$ cat config.mk
export PLATFORM = sky130hd
export DESIGN_NAME = demux_4ch_tdm
export DESIGN_NICKNAME = d
export VERILOG_FILES = /design/src/rtl/demux_4ch_tdm.sv
export SDC_FILE = /design/constraint.sdc
export NUM_CORES = 1
export LEC_CHECK = 0
export CAP_MARGIN = 20
export CORE_MARGIN = 4
export CORE_UTILIZATION = 45
export DETAILED_ROUTE_END_ITERATION = 7
export PLACE_DENSITY = 0.73
export SYNTH_ARGS = -nofsm -noshare
export SYNTH_HDL_FRONTEND = slang
export SYNTH_SLANG_ARGS = --single-unit
$ cat constraint.sdc
create_clock -name CK -period 3.4 [get_ports CK]
set_input_delay 1.02 -clock CK [delete_from_list [all_inputs] [get_ports CK]]
set_output_delay 1.02 -clock CK [all_outputs]
set_load 0.02 [all_outputs]
$ cat src/rtl/demux_4ch_tdm.sv
// Four-channel TDM demultiplexer: collects slot 0..3 beats into staging and
// publishes all four channels together as one double-buffered frame.
module demux_4ch_tdm #(
  parameter int W = 1
) (
  input  logic         CK,
  input  logic         RN,
  input  logic         din_valid,
  input  logic         sof,
  input  logic [W-1:0] din,
  output logic [W-1:0] ch0,
  output logic [W-1:0] ch1,
  output logic [W-1:0] ch2,
  output logic [W-1:0] ch3,
  output logic         frame_valid,
  output logic         frame_err,
  output logic [1:0]   slot,
  output logic         busy
);

  typedef enum logic {IDLE, RUN} state_t;

  state_t               state;
  logic [3:0][W-1:0]    stg;
  logic [3:0][W-1:0]    chq;

  always_ff @(posedge CK or negedge RN) begin
    if (!RN) begin
      state       <= IDLE;
      slot        <= 2'd0;
      stg         <= '0;
      chq         <= '0;
      frame_valid <= 1'b0;
      frame_err   <= 1'b0;
    end else begin
      frame_valid <= 1'b0;
      frame_err   <= 1'b0;
      if (din_valid) begin
        case (state)
          IDLE: begin
            if (sof) begin
              stg[0] <= din;
              slot   <= 2'd1;
              state  <= RUN;
            end else begin
              frame_err <= 1'b1;
            end
          end
          RUN: begin
            if (sof) begin
              // early sof: drop the partial frame and restart on this beat
              frame_err <= 1'b1;
              stg[0]    <= din;
              slot      <= 2'd1;
            end else if (slot == 2'd3) begin
              // slot 3 bypasses staging so the frame publishes on this edge
              stg[3]      <= din;
              chq         <= {din, stg[2], stg[1], stg[0]};
              frame_valid <= 1'b1;
              slot        <= 2'd0;
              state       <= IDLE;
            end else begin
              stg[slot] <= din;
              slot      <= slot + 2'd1;
            end
          end
          default: state <= IDLE;
        endcase
      end
    end
  end

  assign busy = (state == RUN);
  assign ch0  = chq[0];
  assign ch1  = chq[1];
  assign ch2  = chq[2];
  assign ch3  = chq[3];

endmodule

==> After elaboration in Yosys (flattened, before gate mapping) <==
Index checks and enable logic that the tools add are counted.
Widths: inputs -> output; s select.
{ "word_totals": {"rom_bits": 0, "mem_bits_rw": 0, "elab_cells": 50, "register_bits": 13, "input_bits": 5, "memories": 0, "latch_bits": 0} }
{ "op_classes": {"addsub": 1, "mul": 0, "shift": 0, "magnitude_cmp": 2, "eq_ne": 3, "muxes": 23, "n_bitwise": 3, "reduce_logical": 6, "div_mod_pow": 0} }
{ "ops": {"columns": ["cell", "n"], "rows": [
  ["$mux 1", 14],
  ["$reduce_and 4->1", 2],
  ["$mux 2", 3],
  ["$pmux 1 s2", 3],
  ["$reduce_and 3->1", 2],
  ["$bwmux 4", 1],
  ["$pmux 2 s2", 1],
  ["$lt 2x3->1 const B", 1],
  ["$ne 3x3->1 const B", 1],
  ["$not 1->1", 3],
  ["$add 2x1->2 const B", 1],
  ["$demux 1 s2", 1],
  ["$eq 2x2->1 const B", 1],
  ["$ge 2x1->1 const B", 1],
  ["$ne 2x2->1 const B", 1],
  ["$reduce_and 2->1", 1],
  ["$logic_and 1x1->1", 1]
]} }

==> Logic depth before layout (Yosys ltp) <==
{ "depth": {"word_depth": 8, "depth_mapped": 5, "ltp_nobuf": 5} }

==> Worst setup path before layout <==
Ideal clock, no wire load.
{ "synth_path": {"path_type": "input to register", "start": "in sof", "end": "reg chq, in the netlist ch0", "required_ps": 3275, "t_arrival_ps": 1774, "path_stages": 4, "path_slack_ps": 1501, "n_path_buf": 1, "cell_sequence": "nand2b_4 or2_1 buf_6 mux2_4"} }
{ "synth_between": {"elab_chain_cells": 2} }
{ "synth_lines": {"columns": ["element", "line", "source"], "rows": [
  ["from (decl)", "9", "input logic sof,"],
  ["$not 1->1 (no line)", null, null],
  ["$reduce_and 4->1 (no line)", null, null],
  ["to (signal assigned)", "58", "chq <= {din, stg[2], stg[1], stg[0]};"],
  ["to (decl)", "25", "logic [3:0][W-1:0] chq;"]
]} }
No other way between the ends.
A chain may end at the register's enable or synchronous reset.

==> Worst setup path in the final report <==
{ "layout_path": {"start": "reg state (netlist: busy)", "end": "out busy"} }
{ "layout_rtl": {"columns": ["element", "line", "source"], "rows": [
  ["from (decl)", "23", "state_t state;"],
  ["from (signal assigned)", "29", "state <= IDLE;"],
  ["from (signal assigned)", "44", "state <= RUN;"],
  ["from (signal assigned)", "61", "state <= IDLE;"],
  ["to (decl)", "18", "output logic busy"]
]} }
No word-level cell between the ends.

==> flow_summary.ini <==
[outcome]
status = completed

[setup_path]
start_kind = flip-flop
path_max_fanout = 6
path_depth = 1
crit_buf_inv = 1
worst_path_largest_cell_delay_ns = 0.65
crit_arrival_ns = 1.41
cp_cell_sequence = clkdlybuf4s50_1
crit_slowest_cell = clkdlybuf4s50_1
r2r_cells = 4
r2r_slack_ns = 1.86
crit_family = buffers and inverters
path_class = reg2out
cp.required_ns = 2.38
critical_path.endpoint_type = primary output

[drt]
wl_per_cell_um = 13.5
drtPass1Iterations = 2
drc_errors = 0
drt-total-wl_mm = 1.07
via_count = 391
dr.first_iter.drc_count = 1
vias_per_cell = 4.95
ant_nets = 0

[clocking]
cts_tree = done
cts_buffers = 3
holdBufCountCts = 0
h-tree-depth = 1
clockBufferDepth = 2
root_buffer = clkbuf_4
post_cts_resized = 0
clkLatencyLatePin_ns = 0.27
cts.clk_slew.worst_paths_ns = 0.07
cts.sinks = 12
post_cts.repair.setup_buffers = 0

[power_and_ir_drop]
p_leak_nw = 0.393
vdd_ir_drop_max_mv = 0.423
power.density_nw_per_um2 = 805

[final_layout]
n_fill_cell = 120
syn_to_final_growth_pct = 26.2
layout_common_cells = 13 x clkdlybuf4s50_1, 12 x dfrtp_1, 6 x inv_1, 6 x ha_1, 4 x mux2_4
drive_above_1_share_pct = 17.2
layout_commonest_cell = clkdlybuf4s50_1
n_antenna_cell = 0
stdcell_area_um2 = 772
final_nets = 77

[logic_synthesis]
synth_cell_types = 19
syn_avg_cell_area_um2 = 12.5
syn_nets = 60
syn_inst = 49
ys_seq_elements = 12
netlist_area_um2 = 612
synth-seq-area-share_pct = 49.1
yosysWarnings = 0

[floorplanning]
start_util_pct = 47.6
rows = 13
die_x_um = 44.9
die_area_um2 = 2010
fp.coreArea_um2 = 1280
fp.dieH_um = 44.9
num_io_pins = 14

[global_routing]
grt_pass1_wl_mm = 1.79
grt_pass1_vias = 426
grt_max_degree = 13
antenna_found_initial = 0
grt_overflow = 0
grt.total_usage_pct = 12.5

[sta]
drv_slew = 0
rsz0062_at_grt = false
max_clock_freq_ghz = 0.412
finalCriticalPeriod_ns = 2.43
timing.slew.headroom_pct = 63.0
setup_violations = 0
setup_tns_ns = 0
fin_skew_ns = 0.000455
hold_violations = 0
worstMarginPinSlew_ns = 0.554
fin_crit_sh_pct = 71.4

[worst_hold_path]
min_path_cells = 1
hp-class = reg2reg

[placed_design]
place_area_um2 = 749
port_buffers = 13
place_hpwl_um = 808
globalplace.congestion = 0.706

[run]
max_cap_violations = 0
[cell type report]
cell class              count  area [µm²]  share of cell area [%]
flip-flops and latches     12         300                    38.9
multi-input cells          30         278                    36.0
repair buffers             13         130                    16.9
clock buffers               3        22.5                    2.92
inverters                   6        22.5                    2.92
well taps                  15        18.8                    2.43
[per-stage QoR]
stage	hold WS (ns)	cells	util, %	power [W]	setup slack [ns]
floorplan	0.476	49	-	0.000420	1.50
global placement	0.490	76	58.3	0.000532	0.946
detailed placement	0.489	76	58.3	0.000542	0.920
CTS	0.508	79	60.1	0.000629	0.957
global route	0.525	79	60.1	0.000664	0.913
finish	0.503	79	60.1	0.000621	0.974
[sequential cells by signal (all words and copies together) (netlist names)]
signal       count
stg              3
frame_err        1
slot             2
ch2              1
frame_valid      1
ch0              1
ch1              1
ch3              1
busy             1
[per-layer routing]
metal | global-route usage, % | part of all wire, %
met4 | 7.02 | 1.8
met1 | 15.7 | 47
met2 | 20.1 | 46
met5 | 0 | 0
met3 | 2.39 | 5.8
[cell usage after synthesis]
library cell / n / share of area (%)
or2_1: 1 / 1.0
nand2b_1: 2 / 2.0
nand2b_4: 1 / 2.2
mux2_4: 4 / 9.8
ha_1: 6 / 12
buf_6: 1 / 1.8
o21ai_0: 1 / 0.82
nand2_1: 2 / 1.2
nor2_1: 2 / 1.2
inv_1: 6 / 3.7
a21oi_1: 2 / 1.6
nor3_1: 1 / 0.82
mux2_2: 2 / 3.7
a22o_1: 2 / 2.9
nand2_2: 1 / 1.0
dfrtp_1: 12 / 49
nor2b_1: 1 / 1.0
and4bb_1: 1 / 2.0
mux2i_1: 1 / 1.6
[kinds of logic after synthesis]
kind of cell    share of synthesized area [%]
fa+ha+maj                                12.3
mux                                      15.1
buf+inv                                  5.52
flops                                    49.1
simple gates                             12.7
compound gates                           5.32
[path summary, 6_finish.rpt]
kind | startpoint | end
max | busy | busy
min reg2reg | stg[1] | ch1
max in group asynchronous | RN | stg[2]
min in group asynchronous | RN | ch3
max reg2reg | slot[0] | ch2
min | stg[1] | ch1
[power by group]
group	internal [W]	switching (W)	total, W	leakage (nW)
combinational	0.000157	0.000132	0.000289	0.230
sequential	0.000199	0.0000464	0.000245	0.149
clock	0.0000410	0.0000464	0.0000874	0.0138
total	0.000397	0.000225	0.000621	0.393
[worst reg2reg max path: stages, from the launching register on]
cell and delay [ns]:
dfrtp_1 0.43, ha_1 0.27, nand2_2 0.07, or2_1 0.34, mux2_4 0.33
Note: power is estimated with default switching activity, not from simulation.
